[src/rtl/pipe_hazard_sb_pkg.sv]
// rtl/pipe_hazard_sb_pkg.sv - shared types, encodings and parameter check for the hazard scoreboard
package pipe_hazard_pkg;

  // Scoreboard rd is stored at a fixed maximum width and zero-extended on entry.
  localparam int RD_MAX_W = 8;
  localparam int FWD_RF   = 0;

  typedef struct packed {
    logic                vld;
    logic                wr;
    logic                ld;
    logic [RD_MAX_W-1:0] rd;
  } sb_entry_t;

  function automatic bit params_ok(int reg_aw, int stages, int load_ready, int br_stage);
    return (reg_aw >= 1) && (reg_aw <= RD_MAX_W) && (stages >= 2) &&
           (load_ready >= 2) && (load_ready <= stages) &&
           (br_stage >= 2) && (br_stage <= stages);
  endfunction

endpackage

[src/rtl/pipe_hazard_sb_if.sv]
// rtl/pipe_hazard_sb_if.sv - ID-stage request and hazard-control bundle
interface pipe_hazard_sb_if #(
  parameter int REG_AW = 5,
  parameter int STAGES = 3,
  parameter int CNT_W  = 16
);
  localparam int FW = $clog2(STAGES + 1);

  logic              id_valid_i;
  logic [REG_AW-1:0] id_rs_i;
  logic [REG_AW-1:0] id_rt_i;
  logic              id_rs_used_i;
  logic              id_rt_used_i;
  logic [REG_AW-1:0] id_rd_i;
  logic              id_regwrite_i;
  logic              id_memread_i;
  logic              br_taken_i;
  logic              pc_write_o;
  logic              if_id_write_o;
  logic              if_flush_o;
  logic [STAGES-1:0] stage_flush_o;
  logic [FW-1:0]     fwd_a_o;
  logic [FW-1:0]     fwd_b_o;
  logic [CNT_W-1:0]  stall_cnt_o;
  logic [CNT_W-1:0]  flush_cnt_o;

  modport master (
    output id_valid_i, id_rs_i, id_rt_i, id_rs_used_i, id_rt_used_i,
           id_rd_i, id_regwrite_i, id_memread_i, br_taken_i,
    input  pc_write_o, if_id_write_o, if_flush_o, stage_flush_o,
           fwd_a_o, fwd_b_o, stall_cnt_o, flush_cnt_o
  );

  modport slave (
    input  id_valid_i, id_rs_i, id_rt_i, id_rs_used_i, id_rt_used_i,
           id_rd_i, id_regwrite_i, id_memread_i, br_taken_i,
    output pc_write_o, if_id_write_o, if_flush_o, stage_flush_o,
           fwd_a_o, fwd_b_o, stall_cnt_o, flush_cnt_o
  );
endinterface

[src/rtl/pipe_hazard_sb_sat_cnt.sv]
// rtl/pipe_hazard_sb_sat_cnt.sv - saturating event counter with enable
module hazard_sat_cnt #(
  parameter int CNT_W = 16
) (
  input  logic             clk_i,
  input  logic             rst_i,
  input  logic             en_i,
  output logic [CNT_W-1:0] cnt_o
);
  logic [CNT_W-1:0] cnt_q, cnt_d;

  always_comb begin
    cnt_d = cnt_q;
    if (en_i && (cnt_q != '1)) cnt_d = cnt_q + 1'b1;
  end

  always_ff @(posedge clk_i or posedge rst_i) begin
    if (rst_i) cnt_q <= '0;
    else       cnt_q <= cnt_d;
  end

  assign cnt_o = cnt_q;
endmodule

[src/rtl/pipe_hazard_sb.sv]
// rtl/pipe_hazard_sb.sv - shift-register scoreboard driving stall, flush and forwarding selects
module pipe_hazard_sb
  import pipe_hazard_pkg::*;
#(
  parameter int REG_AW     = 5,
  parameter int STAGES     = 3,
  parameter int LOAD_READY = 3,
  parameter int BR_STAGE   = 2,
  parameter int CNT_W      = 16
) (
  input  logic           clk_i,
  input  logic           rst_i,
  pipe_hazard_sb_if.slave hz
);
  localparam int FW = $clog2(STAGES + 1);

  if (!params_ok(REG_AW, STAGES, LOAD_READY, BR_STAGE)) begin : g_bad_params
    $error("pipe_hazard_sb: illegal STAGES/LOAD_READY/BR_STAGE/REG_AW combination");
  end

  function automatic logic [RD_MAX_W-1:0] ext(input logic [REG_AW-1:0] r);
    return RD_MAX_W'(r);
  endfunction

  sb_entry_t         ent_q [1:STAGES];
  sb_entry_t         ent_d [1:STAGES];
  logic [REG_AW-1:0] e1_rs_q, e1_rs_d, e1_rt_q, e1_rt_d;
  logic              e1_rs_used_q, e1_rs_used_d, e1_rt_used_q, e1_rt_used_d;

  logic              br_eff, ld_hit, stall;
  logic              pc_write, if_id_write, if_flush;
  logic [STAGES-1:0] stage_flush;
  logic [FW-1:0]     fwd_a, fwd_b;
  logic              use_a, use_b, hit_a, hit_b, bad_a, bad_b;

  // Only loads younger than LOAD_READY-1 are still waiting for their data.
  always_comb begin
    br_eff = hz.br_taken_i & ent_q[BR_STAGE].vld;
    ld_hit = 1'b0;
    for (int k = 1; k <= LOAD_READY - 2; k++) begin
      if (ent_q[k].vld && ent_q[k].ld && ent_q[k].wr && (ent_q[k].rd != '0) &&
          ((hz.id_rs_used_i && (ent_q[k].rd == ext(hz.id_rs_i))) ||
           (hz.id_rt_used_i && (ent_q[k].rd == ext(hz.id_rt_i)))))
        ld_hit = 1'b1;
    end
    stall = hz.id_valid_i & ld_hit & ~br_eff;
  end

  always_comb begin
    pc_write    = 1'b1;
    if_id_write = 1'b1;
    if_flush    = 1'b0;
    stage_flush = '0;
    if (br_eff) begin
      if_flush = 1'b1;
      for (int k = 1; k <= BR_STAGE; k++) stage_flush[k-1] = 1'b1;
    end else if (stall) begin
      pc_write       = 1'b0;
      if_id_write    = 1'b0;
      stage_flush[0] = 1'b1;
    end
  end

  // Youngest producer wins; a not-yet-ready load blocks older producers too.
  always_comb begin
    fwd_a = FW'(FWD_RF);
    fwd_b = FW'(FWD_RF);
    hit_a = 1'b0;
    hit_b = 1'b0;
    bad_a = 1'b0;
    bad_b = 1'b0;
    use_a = ent_q[1].vld & e1_rs_used_q & (e1_rs_q != '0);
    use_b = ent_q[1].vld & e1_rt_used_q & (e1_rt_q != '0);
    for (int k = 2; k <= STAGES; k++) begin
      if (use_a && !hit_a && ent_q[k].vld && ent_q[k].wr && (ent_q[k].rd == ext(e1_rs_q))) begin
        hit_a = 1'b1;
        if (ent_q[k].ld && (k < LOAD_READY)) bad_a = 1'b1;
        else fwd_a = FW'(k);
      end
      if (use_b && !hit_b && ent_q[k].vld && ent_q[k].wr && (ent_q[k].rd == ext(e1_rt_q))) begin
        hit_b = 1'b1;
        if (ent_q[k].ld && (k < LOAD_READY)) bad_b = 1'b1;
        else fwd_b = FW'(k);
      end
    end
  end

  always_comb begin
    ent_d[1]     = '0;
    e1_rs_d      = '0;
    e1_rt_d      = '0;
    e1_rs_used_d = 1'b0;
    e1_rt_used_d = 1'b0;
    if (hz.id_valid_i && !stage_flush[0]) begin
      ent_d[1]     = '{vld: 1'b1, wr: hz.id_regwrite_i, ld: hz.id_memread_i, rd: ext(hz.id_rd_i)};
      e1_rs_d      = hz.id_rs_i;
      e1_rt_d      = hz.id_rt_i;
      e1_rs_used_d = hz.id_rs_used_i;
      e1_rt_used_d = hz.id_rt_used_i;
    end
    for (int k = 2; k <= STAGES; k++)
      ent_d[k] = stage_flush[k-1] ? '0 : ent_q[k-1];
  end

  always_ff @(posedge clk_i or posedge rst_i) begin
    if (rst_i) begin
      for (int k = 1; k <= STAGES; k++) ent_q[k] <= '0;
      e1_rs_q      <= '0;
      e1_rt_q      <= '0;
      e1_rs_used_q <= 1'b0;
      e1_rt_used_q <= 1'b0;
    end else begin
      ent_q        <= ent_d;
      e1_rs_q      <= e1_rs_d;
      e1_rt_q      <= e1_rt_d;
      e1_rs_used_q <= e1_rs_used_d;
      e1_rt_used_q <= e1_rt_used_d;
    end
  end

  always @(posedge clk_i) begin
    if (!rst_i) assert (!(bad_a || bad_b)) else $error("pipe_hazard_sb: forward requested from unready load");
  end

  hazard_sat_cnt #(.CNT_W(CNT_W)) u_stall_cnt (
    .clk_i (clk_i), .rst_i (rst_i), .en_i (stall), .cnt_o (hz.stall_cnt_o)
  );

  hazard_sat_cnt #(.CNT_W(CNT_W)) u_flush_cnt (
    .clk_i (clk_i), .rst_i (rst_i), .en_i (br_eff), .cnt_o (hz.flush_cnt_o)
  );

  assign hz.pc_write_o    = pc_write;
  assign hz.if_id_write_o = if_id_write;
  assign hz.if_flush_o    = if_flush;
  assign hz.stage_flush_o = stage_flush;
  assign hz.fwd_a_o       = fwd_a;
  assign hz.fwd_b_o       = fwd_b;
endmodule

[src/flat_wrapper.sv]
// flat-port wrapper written by rule: the top's interface ports become plain ports
module pipe_hazard_sb_flat import pipe_hazard_pkg::*;
#(
  parameter int REG_AW     = 5,
  parameter int STAGES     = 3,
  parameter int LOAD_READY = 3,
  parameter int BR_STAGE   = 2,
  parameter int CNT_W      = 16
)
  (clk_i, rst_i, hz_id_valid_i, hz_id_rs_i, hz_id_rt_i, hz_id_rs_used_i, hz_id_rt_used_i, hz_id_rd_i, hz_id_regwrite_i, hz_id_memread_i, hz_br_taken_i, hz_pc_write_o, hz_if_id_write_o, hz_if_flush_o, hz_stage_flush_o, hz_fwd_a_o, hz_fwd_b_o, hz_stall_cnt_o, hz_flush_cnt_o);
  pipe_hazard_sb_if #(.REG_AW(REG_AW), .STAGES(STAGES), .CNT_W(CNT_W)) hz_i ();
  input  logic clk_i;
  input  logic rst_i;
  input wire logic [$bits(hz_i.id_valid_i)-1:0] hz_id_valid_i;
  input wire logic [$bits(hz_i.id_rs_i)-1:0] hz_id_rs_i;
  input wire logic [$bits(hz_i.id_rt_i)-1:0] hz_id_rt_i;
  input wire logic [$bits(hz_i.id_rs_used_i)-1:0] hz_id_rs_used_i;
  input wire logic [$bits(hz_i.id_rt_used_i)-1:0] hz_id_rt_used_i;
  input wire logic [$bits(hz_i.id_rd_i)-1:0] hz_id_rd_i;
  input wire logic [$bits(hz_i.id_regwrite_i)-1:0] hz_id_regwrite_i;
  input wire logic [$bits(hz_i.id_memread_i)-1:0] hz_id_memread_i;
  input wire logic [$bits(hz_i.br_taken_i)-1:0] hz_br_taken_i;
  output wire logic [$bits(hz_i.pc_write_o)-1:0] hz_pc_write_o;
  output wire logic [$bits(hz_i.if_id_write_o)-1:0] hz_if_id_write_o;
  output wire logic [$bits(hz_i.if_flush_o)-1:0] hz_if_flush_o;
  output wire logic [$bits(hz_i.stage_flush_o)-1:0] hz_stage_flush_o;
  output wire logic [$bits(hz_i.fwd_a_o)-1:0] hz_fwd_a_o;
  output wire logic [$bits(hz_i.fwd_b_o)-1:0] hz_fwd_b_o;
  output wire logic [$bits(hz_i.stall_cnt_o)-1:0] hz_stall_cnt_o;
  output wire logic [$bits(hz_i.flush_cnt_o)-1:0] hz_flush_cnt_o;
  assign hz_i.id_valid_i = hz_id_valid_i;
  assign hz_i.id_rs_i = hz_id_rs_i;
  assign hz_i.id_rt_i = hz_id_rt_i;
  assign hz_i.id_rs_used_i = hz_id_rs_used_i;
  assign hz_i.id_rt_used_i = hz_id_rt_used_i;
  assign hz_i.id_rd_i = hz_id_rd_i;
  assign hz_i.id_regwrite_i = hz_id_regwrite_i;
  assign hz_i.id_memread_i = hz_id_memread_i;
  assign hz_i.br_taken_i = hz_br_taken_i;
  assign hz_pc_write_o = hz_i.pc_write_o;
  assign hz_if_id_write_o = hz_i.if_id_write_o;
  assign hz_if_flush_o = hz_i.if_flush_o;
  assign hz_stage_flush_o = hz_i.stage_flush_o;
  assign hz_fwd_a_o = hz_i.fwd_a_o;
  assign hz_fwd_b_o = hz_i.fwd_b_o;
  assign hz_stall_cnt_o = hz_i.stall_cnt_o;
  assign hz_flush_cnt_o = hz_i.flush_cnt_o;
  pipe_hazard_sb #(.REG_AW(REG_AW), .STAGES(STAGES), .LOAD_READY(LOAD_READY), .BR_STAGE(BR_STAGE), .CNT_W(CNT_W)) u_core (.clk_i(clk_i), .rst_i(rst_i), .hz(hz_i));
endmodule
[config.mk]
export PLATFORM = sky130hd
export DESIGN_NAME = pipe_hazard_sb_flat
export DESIGN_NICKNAME = d
export VERILOG_FILES = /design/src/rtl/pipe_hazard_sb_pkg.sv /design/src/rtl/pipe_hazard_sb_if.sv /design/src/rtl/pipe_hazard_sb_sat_cnt.sv /design/src/rtl/pipe_hazard_sb.sv /design/src/flat_wrapper.sv
export SDC_FILE = /design/constraint.sdc
export NUM_CORES = 1
export LEC_CHECK = 0
export ABC_CLOCK_PERIOD_IN_PS = 2300
export BUFFER_PORTS_ARGS = -buffer_cell sky130_fd_sc_hd__buf_2
export CAP_MARGIN = 15
export CORE_ASPECT_RATIO = 0.8
export CORE_UTILIZATION = 50
export CTS_CLUSTER_SIZE = 24
export DETAILED_ROUTE_END_ITERATION = 16
export GPL_ROUTABILITY_DRIVEN = 0
export PLACE_DENSITY = 0.76
export SLEW_MARGIN = 40
export SYNTH_ARGS = -nofsm -noshare
export SYNTH_HDL_FRONTEND = slang
export SYNTH_SLANG_ARGS = --single-unit
[constraint.sdc]
create_clock -name clk_i -period 2.3 [get_ports clk_i]
set_input_delay 0.345 -clock clk_i [delete_from_list [all_inputs] [get_ports clk_i]]
set_output_delay 0.345 -clock clk_i [all_outputs]
set_load 0.01 [all_outputs]
==> Word-level counts from Yosys, hierarchy flattened <==
Cells that the tools add are included.
{ "classes": {"n_addsub": 2, "n_eq_ne": 8, "muxes": 19, "bitwise_logic": 8, "reduce_logical": 30} }
{ "ops": {"columns": ["cell", "n"], "rows": [
  ["8-bit by 5-bit == test with 1-bit output", 6],
  ["16-bit by 1-bit adder with 16-bit output (second input constant)", 2],
  ["16-bit inequality test (second input constant)", 2],
  ["1-bit logical AND", 23],
  ["11-bit 2-to-1 mux", 2],
  ["1-bit 2-to-1 mux", 10],
  ["2-bit 2-to-1 mux", 5],
  ["5-bit 2-to-1 mux", 2],
  ["5-bit nonzero test", 2],
  ["8-bit nonzero test", 1],
  ["1-bit bitwise AND", 7],
  ["1-bit logical NOT", 3],
  ["1-bit logical OR", 1],
  ["1-bit inverter", 1]
]} }
{ "word_totals": {"ff_bits": 76, "in_bits": 23, "out_inout_bits": 42, "elab_cells": 84} }

==> Depth between registers and ports, before layout <==
Gate-level depths: netlist (run 1).
{ "logic_depth": {"ltp_word": 12, "mapped_depth": 6, "depth_no_buf": 6} }

==> By module <==
Synthesis (run 1) repeated with hierarchy kept, for this count alone.
{ "unflattened": {"cells_unflattened": 304, "hier_area_um2": 3278.1} }
{ "by_module_without_submodules": {"columns": ["mod", "n_inst", "cells_per_inst", "area_each_um2", "seq_area_each_um2"], "rows": [
  ["pipe_hazard_sb", 1, 162, 1666.6, 875.8],
  ["hazard_sat_cnt", 2, 71, 805.8, 400.4]
]} }

==> Worst setup path before layout (run 1) <==
No wires, ideal clock.
{ "synth_timing": {"path_kind": "register to output", "startpoint": "reg u_core.ent_q[26] (netlist bit)", "endpoint": "out hz_pc_write_o", "arrival_time_ns": 1.839, "required_time_ns": 1.955, "slack_ns": 0.116, "path_stages_with_launch": 7, "path_buffers": 2, "cell_sequence": "dfrtp_1 xor2_1 nor4_2 a32oi_2 buf_6 or3_1 buf_4"} }
{ "synth_between": {"elab_chain_cells": 9, "word_cells_on_any_way": 13} }
{ "synth_rtl": {"columns": ["element", "line", "text"], "rows": [
  ["start: declaration", "pipe_hazard_sb.sv:25", "sb_entry_t ent_q [1:STAGES];"],
  ["start signal: assignment", "pipe_hazard_sb.sv:113", "ent_q <= ent_d;"],
  ["8-bit by 5-bit == test with 1-bit output, on equally long branches", "pipe_hazard_sb.sv:42, pipe_hazard_sb.sv:43", null],
  ["1-bit logical AND, on equally long branches", "pipe_hazard_sb.sv:42, pipe_hazard_sb.sv:43", null],
  ["1-bit logical OR", "pipe_hazard_sb.sv:42", "((hz.id_rs_used_i && (ent_q[k].rd == ext(hz.id_rs_i))) ||"],
  ["1-bit logical AND *", "pipe_hazard_sb.sv:41", "if (ent_q[k].vld && ent_q[k].ld && ent_q[k].wr && (ent_q[k].rd != '0) &&"],
  ["1-bit 2-to-1 mux *", "pipe_hazard_sb.sv:41", null],
  ["1-bit bitwise AND * (2 in a row)", "pipe_hazard_sb.sv:46", "stall = hz.id_valid_i & ld_hit & ~br_eff;"],
  ["1-bit 2-to-1 mux * (2 in a row)", null, null],
  ["end: declaration", "flat_wrapper.sv:23", "output wire logic [$bits(hz_i.pc_write_o)-1:0] hz_pc_write_o;"]
]} }
Mark *: on every way between the ends. The rest lies on a longest branch, timed or not.

==> Worst setup path in the final report (run 1) <==
{ "layout_timing": {"startpoint": "reg u_core.e1_rs_q[0]", "endpoint": "out hz_fwd_a_o[1]"} }
{ "layout_between": {"elab_chain_cells": 12, "word_cells_on_any_way": 15} }
{ "layout_rtl": {"columns": ["element", "line", "text"], "rows": [
  ["start: declaration", "pipe_hazard_sb.sv:27", "logic [REG_AW-1:0] e1_rs_q, e1_rs_d, e1_rt_q, e1_rt_d;"],
  ["start signal: assignment", "pipe_hazard_sb.sv:114", "e1_rs_q <= e1_rs_d;"],
  ["5-bit nonzero test", "pipe_hazard_sb.sv:72", "use_a = ent_q[1].vld & e1_rs_used_q & (e1_rs_q != '0);"],
  ["1-bit bitwise AND", "pipe_hazard_sb.sv:72", null],
  ["1-bit logical AND (3 in a row)", "pipe_hazard_sb.sv:75", "if (use_a && !hit_a && ent_q[k].vld && ent_q[k].wr && (ent_q[k].rd == ext(e1_rs_q))) begin"],
  ["1-bit 2-to-1 mux", "pipe_hazard_sb.sv:75", null],
  ["1-bit logical NOT", "pipe_hazard_sb.sv:75", null],
  ["1-bit logical AND (4 in a row)", "pipe_hazard_sb.sv:75", null],
  ["2-bit 2-to-1 mux *", "pipe_hazard_sb.sv:75", null],
  ["end: declaration", "flat_wrapper.sv:27", "output wire logic [$bits(hz_i.fwd_a_o)-1:0] hz_fwd_a_o;"]
]} }
Marks and branches as above.

==> impl_metrics.ini, run 1 <==
[outcome]
run_status = complete, but fails checks
violated_checks = setup timing

[cts]
clk_pin_slew_ns = 0.07
clock_tree_from_tritoncts = yes
cts.htree.levels = 3
numCtsBuffers = 9
cts.sinks = 67
root_buffer = sky130_fd_sc_hd__clkbuf_8
clockBufferDepth = 2
clock_insertion_delay_worst_skew_ns = 0.34

[floorplan]
dieArea_um2 = 6620
chipHeight_um = 73.0
std_cell_rows = 25
die_width_um = 90.7
ios = 65
floorplan.initialDensity_pct = 52.7
core_um2 = 5970

[power_and_ir_drop]
fraction_of_power_spent_switching_nets_pct = 25.4
fraction_of_power_consumed_by_the_clock_network_pct = 37.7
leakagePower_nw = 2.02
p_switching_mw = 0.697
ir_worst_vdd_mv = 0.552
power_dens_cells_nw_per_um2 = 691
comb_power_share_pct = 13.4
fraction_of_power_consumed_by_sequential_logic_pct = 48.9
internal_power_mw = 2.05

[worst_setup_path]
end_kind = primary output
crit_arrival_ns = 2.10
critPathMaxFanout = 2
r2r_cells = 6
criticalPathCategory = reg2out
reg_to_reg_end = u_core.u_stall_cnt.cnt_o[7]$_DFFE_PP0P_
rr_startpoint = u_core.ent_q[26]$_DFF_PP0_
timing.critical_path.required_ns = 1.96
reg2reg_slack_ns = 0.28
timing.critical_path.from_type = flip-flop

[final_layout]
synthToLayoutAreaGrowth_pct = 26.2
number_of_diodes = 0
post-route-cell-area_um2 = 3970
design.final.nets = 387
final_common_cell = sky130_fd_sc_hd__dfrtp_1
fill_cells = 483
post_route_cells_drive_above_1_share_pct = 33.2
most-common-layout-cells = 65 x sky130_fd_sc_hd__dfrtp_1, 61 x sky130_fd_sc_hd__buf_2, 33 x sky130_fd_sc_hd__xnor2_1

[synthesis]
synth.area.top_cells = sky130_fd_sc_hd__dfrtp_1 53%, sky130_fd_sc_hd__xnor2_1 9.2%, sky130_fd_sc_hd__xor2_1 7.2%
synth_warnings = 0
yosysTopAreaCell = sky130_fd_sc_hd__dfrtp_1
synth_fp_nets = 298
synth_area_per_cell_um2 = 11.5
yosysUniqueCellTypes = 41
postSynthCellCount = 273
postSynthRegisterBits = 67
synthesis.area_um2 = 3150
synth_largest_type_area_fraction_pct = 53.3
yosysSeqAreaShare_pct = 53.3

[grt]
globalRouteTotalUtil_pct = 22.1
via_count_of_the_first_global_routing_pass = 2228
grt_overflow_total = 0
antenna_found_initial = 0
grt_pass1_wl_mm = 11.0
grt_max_degree = 68

[timing]
final.hold.worst_slack_ns = 0.0752
min_cycle_time_layout_ns = 2.44
rsz0062_at_grt = true
final_hold_viol_count = 0
clock-skew-final_ns = 0.00592
period_share_pct = 106
worst-slew-pin-transition_ns = 0.502
timing_max_transition_violations_final = 0
max-slew-margin-rel_pct = 66.2
setup_viol = 2
worst_slack_ns = -0.144
maxClockFrequency_mhz = 409

[placed_design]
port_buffers = 63
place.detailed.hpwl_mm = 4.90
dpl_cell_area_um2 = 3570

[drt]
route.detailed.drc = 0
detail_route.first_pass.iterations = 4
dr_total_vias = 2333
viasPerCell = 5.21
antenna_violating_nets_left = 0
first_iteration_detailed_routing_drc_count = 118
route.final.wire_length_mm = 6.98
wl_per_cell_um = 15.6

[worst_hold_path]
min-delay-path-class = in2async

[run]
max_cap_viol_count = 0
-- worst max path at each step --
| stage | startpoint | endpoint | cells after the start |
|---|---|---|---|
| detailed placement | u_core.e1_rs_q[0]$_DFF_PP0_ | hz_fwd_a_o[1] | 6 |
| finish | u_core.e1_rs_q[0]$_DFF_PP0_ | hz_fwd_a_o[1] | 8 |
| CTS | u_core.e1_rs_q[3]$_DFF_PP0_ | hz_fwd_a_o[1] | 6 |
| global route | u_core.e1_rs_q[0]$_DFF_PP0_ | hz_fwd_a_o[1] | 8 |
| floorplan | u_core.ent_q[26]$_DFF_PP0_ | hz_pc_write_o | 6 |
| global placement | u_core.e1_rs_q[0]$_DFF_PP0_ | hz_fwd_a_o[1] | 6 |
-- kinds of logic (layout without fill, tap and decap cells) --
group                    Yosys count  count (layout)  synth area share [%]
flip-flops                        67              67                  53.3
AO/OA/AOI/OAI                     12              12                  3.38
adder cells (fa/ha/maj)            2               2                 0.795
AND/OR/NAND/NOR                  116             116                  22.7
buffers and inverters             13             107                  2.23
multiplexers                       3               3                  1.07
other                              1               1                 0.119
XOR/XNOR                          59              59                  16.4
-- worst max-delay path, stage by stage (launching register included) --
cell                       delay (ns)
sky130_fd_sc_hd__dfrtp_1         0.39
sky130_fd_sc_hd__buf_4           0.14
sky130_fd_sc_hd__buf_4           0.13
sky130_fd_sc_hd__xnor2_1         0.18
sky130_fd_sc_hd__nand4_1         0.14
sky130_fd_sc_hd__or3_1           0.38
sky130_fd_sc_hd__nor4b_4         0.14
sky130_fd_sc_hd__o21bai_1        0.14
sky130_fd_sc_hd__buf_2           0.13
-- cells in the mapped netlist (all sizes together) --
| library cell | n |
|---|---|
| xnor2 | 33 |
| a21o | 1 |
| nor2 | 7 |
| nand3 | 13 |
| clkbuf | 4 |
| xor2 | 26 |
| mux2 | 3 |
| and2 | 12 |
| or3 | 4 |
| a31oi | 1 |
| or4 | 2 |
| nand2 | 13 |
| dfrtp | 67 |
| conb | 1 |
| nand2b | 1 |
| nand4 | 14 |
| and3 | 23 |
| or2 | 1 |
| a32oi | 1 |
| and4bb | 1 |
| nor3b | 1 |
| nor4 | 7 |
| o21ai | 1 |
| o21a | 1 |
| o211ai | 2 |
| o21bai | 1 |
| buf | 5 |
| nor3 | 10 |
| inv | 4 |
| a211oi | 3 |
| ha | 2 |
| a31o | 1 |
| and4 | 3 |
| nor4b | 4 |
-- cell type report --
class	count	area [um^2]	share of cell area (%)
flip-flops and latches	67	1680	42.3
well taps	81	101	2.55
multi-input cells	193	1450	36.4
inverters	4	15.0	0.378
clock buffers	11	131	3.31
clock inverters	5	77.6	1.95
repair buffers	87	520	13.1
-- timing repair --
action / in CTS / in global routing
buffers inserted: 9 / 9
setup endpoints to repair: 6 / 7
gates resized for setup: 4 / 8
pin swaps: 8 / 10
hold endpoints to repair: 0 / 0
hold buffers: 0 / 0
-- metal layers --
layer / GRT usage, % / wire length [um]
met2: 33.8 / 3330
met1: 30.2 / 3300
met5: 0 / 0
met3: 6.46 / 299
met4: 7.89 / 48
-- through the flow --
step	util (%)	power, mW	TNS (ns)	instances	setup slack (ns)
global placement	59.8	1.69	0	415	0.195
CTS	64.8	2.74	-0.159	440	-0.130
finish	66.5	2.74	-0.147	448	-0.144
detailed placement	59.8	1.70	0	415	0.155
global route	66.5	2.88	-0.578	448	-0.222
floorplan	-	1.57	0	273	0.116
-- state kept, by name, indices dropped and copies added, names as in the netlist --
name / flops
u_core.e1_rs_used_q: 1
u_core.ent_d: 8
u_core.e1_rs_q: 5
u_core.u_flush_cnt.cnt_o: 16
u_core.e1_rt_q: 5
u_core.ent_q: 15
u_core.u_stall_cnt.cnt_o: 16
u_core.e1_rt_used_q: 1
-- power groups by stage --
stage | clock network [mW] | registers [mW] | logic [mW]
after floorplan | 0 | 1.37 | 0.200
after global placement | 0 | 1.36 | 0.327
after detailed placement | 0 | 1.37 | 0.332
after CTS | 1.05 | 1.34 | 0.347
after global routing | 1.11 | 1.35 | 0.411
final | 1.04 | 1.34 | 0.367
(Power assumes the default switching activity.)
==> run 2: changes to the inputs <==
--- a/config.mk
+++ b/config.mk
@@ -13,6 +13,7 @@
 export CTS_CLUSTER_SIZE = 24
 export DETAILED_ROUTE_END_ITERATION = 16
 export GPL_ROUTABILITY_DRIVEN = 0
+export GPL_TIMING_DRIVEN = 0
 export PLACE_DENSITY = 0.76
 export SLEW_MARGIN = 40
 export SYNTH_ARGS = -nofsm -noshare
==> impl_metrics.ini, run 2 (synthesis results as in run 1) <==
[worst_setup_path]
reg_to_reg_end = u_core.u_stall_cnt.cnt_o[7]$_DFFE_PP0P_
criticalPathCategory = reg2out
end_kind = primary output
timing.critical_path.from = u_core.e1_rs_q[0]$_DFF_PP0_
timing.critical_path.from_type = flip-flop
crit_arrival_ns = 2.19
worst_setup_path_endpoint = hz_fwd_a_o[1]
reg2reg_slack_ns = 0.08
critPathMaxFanout = 2
rr_startpoint = u_core.ent_q[26]$_DFF_PP0_
r2r_cells = 8
timing.critical_path.required_ns = 1.96

[grt]
grt_max_degree = 40
via_count_of_the_first_global_routing_pass = 2329
globalRouteTotalUtil_pct = 22.6
grt_pass1_wl_mm = 11.2
antenna_found_initial = 0
globalRouteMet3Util_pct = 7.60
use_met1_pct = 30.1
globalRoute.busiestLayer = met2
grt_use_met2_pct = 35.7
grt_overflow_total = 0

[timing]
worst-slew-pin-transition_ns = 0.533
worst_slack_ns = -0.233
period_share_pct = 110
final_hold_viol_count = 0
min_cycle_time_layout_ns = 2.53
max-slew-margin-rel_pct = 64.1
setup-tns-final_ns = -0.776
timing_max_transition_violations_final = 0
rsz0062_at_grt = true
clock-skew-final_ns = 0.00336
final.hold.worst_slack_ns = 0.241
setup_viol = 6
maxClockFrequency_mhz = 395

[floorplan]
ios = 65
chipHeight_um = 73.0
dieArea_um2 = 6620
std_cell_rows = 25
core_um2 = 5970
floorplan.initialDensity_pct = 52.7
die_width_um = 90.7

[drt]
antenna_violating_nets_left = 0
route.detailed.drc = 0
first_iteration_detailed_routing_drc_count = 122
route.final.wire_length_mm = 7.03
wl_per_cell_um = 15.4
detail_route.first_pass.iterations = 4
dr_total_vias = 2386
viasPerCell = 5.23

[power_and_ir_drop]
internal_power_mw = 1.89
comb_power_share_pct = 14.5
ir_worst_vdd_mv = 0.580
p_switching_mw = 0.678
power_dens_cells_nw_per_um2 = 642
fraction_of_power_consumed_by_the_clock_network_pct = 33.4
total_power_mw = 2.57
leakagePower_nw = 2.04
fraction_of_power_consumed_by_sequential_logic_pct = 52.2
fraction_of_power_spent_switching_nets_pct = 26.4

[cts]
cts.htree.levels = 3
clock_insertion_delay_worst_skew_ns = 0.34
clock_tree_from_tritoncts = yes
clockBufferDepth = 2
cts.sinks = 67
root_buffer = sky130_fd_sc_hd__clkbuf_8
numCtsBuffers = 9
clk_pin_slew_ns = 0.07

[outcome]
violated_checks = setup timing
run_status = complete, but fails checks

[final_layout]
final_common_cell = sky130_fd_sc_hd__dfrtp_1
synthToLayoutAreaGrowth_pct = 27.1
post_route_cells_drive_above_1_share_pct = 33.6
number_of_diodes = 0
design.final.nets = 395
most-common-layout-cells = 66 x sky130_fd_sc_hd__dfrtp_1, 59 x sky130_fd_sc_hd__buf_2, 33 x sky130_fd_sc_hd__xnor2_1
finish.utilization_pct = 67.0

[placed_design]
port_buffers = 63
place.detailed.hpwl_mm = 4.88

[worst_hold_path]
whs_path_depth = 2
min-delay-path-class = in2reg

[run]
max_cap_viol_count = 0
## run 2: power by group through the flow
stage               Sequential (mW)  Clock [mW]  Combinational [mW]
floorplan                      1.37           0               0.200
global placement               1.36           0               0.322
detailed placement             1.36           0               0.333
CTS                            1.34       0.879               0.367
global route                   1.35       0.930               0.418
finish                         1.34       0.857               0.372
## run 2: worst min-delay path by stage
stage	endpoint	slack (ns)	startpoint
finish	u_core.ent_q[22]$_DFF_PP0_	0.24	hz_id_rd_i[0]
floorplan	u_core.ent_q[9]$_DFF_PP0_	0.38	u_core.ent_d[9]$_DFF_PP0_
global route	u_core.ent_q[22]$_DFF_PP0_	0.23	hz_id_rd_i[0]
global placement	u_core.ent_q[9]$_DFF_PP0_	0.39	u_core.ent_d[9]$_DFF_PP0_
detailed placement	u_core.u_stall_cnt.cnt_o[14]$_DFFE_PP0P_	0.36	rst_i
CTS	u_core.ent_q[22]$_DFF_PP0_	0.23	hz_id_rd_i[0]
## run 2: layer usage
layer | routed length, um | up-vias
li1 | - | 1152
met4 | 57 | 0
met3 | 277 | 7
met1 | 3310 | 1166
met5 | 0 | -
met2 | 3390 | 61
## run 2: critical path, stage by stage (launching register included)
cell and delay, ns:
sky130_fd_sc_hd__dfrtp_1 0.39, sky130_fd_sc_hd__or4_4 0.55, sky130_fd_sc_hd__o211ai_1 0.25, sky130_fd_sc_hd__or3_4 0.18, sky130_fd_sc_hd__nor4b_4 0.21, sky130_fd_sc_hd__o21bai_1 0.14
sky130_fd_sc_hd__buf_2 0.14
## run 2: what timing repair did
| action | in CTS | in global routing |
|---|---|---|
| endpoints found under the hold margin | 25 | 0 |
| setup buffers | 14 | 8 |
| cloned | 0 | 0 |
| pin swaps | 10 | 6 |
| gates resized for setup | 15 | 2 |
| hold buffers | 1 | 0 |
| endpoints found under the setup margin | 6 | 6 |
## run 2: layout make-up
class                           count  area, um^2
Buffer                              8        53.8
Clock buffer                       14         163
Clock inverter                      2        10.0
Fill cell                         472        1970
Inverter                            4        17.5
Multi-Input combinational cell    193        1440
Sequential cell                    67        1680
Tap cell                           81         101
Timing Repair Buffer               87         539
## run 2: metrics by stage
stage	setup WS, ns	cells	cell area (um^2)
after floorplan	0.116	273	3150
after global placement	-0.493	417	3560
after detailed placement	-0.106	418	3590
after CTS	-0.187	449	3940
after global routing	-0.290	456	4000
final	-0.233	456	4000
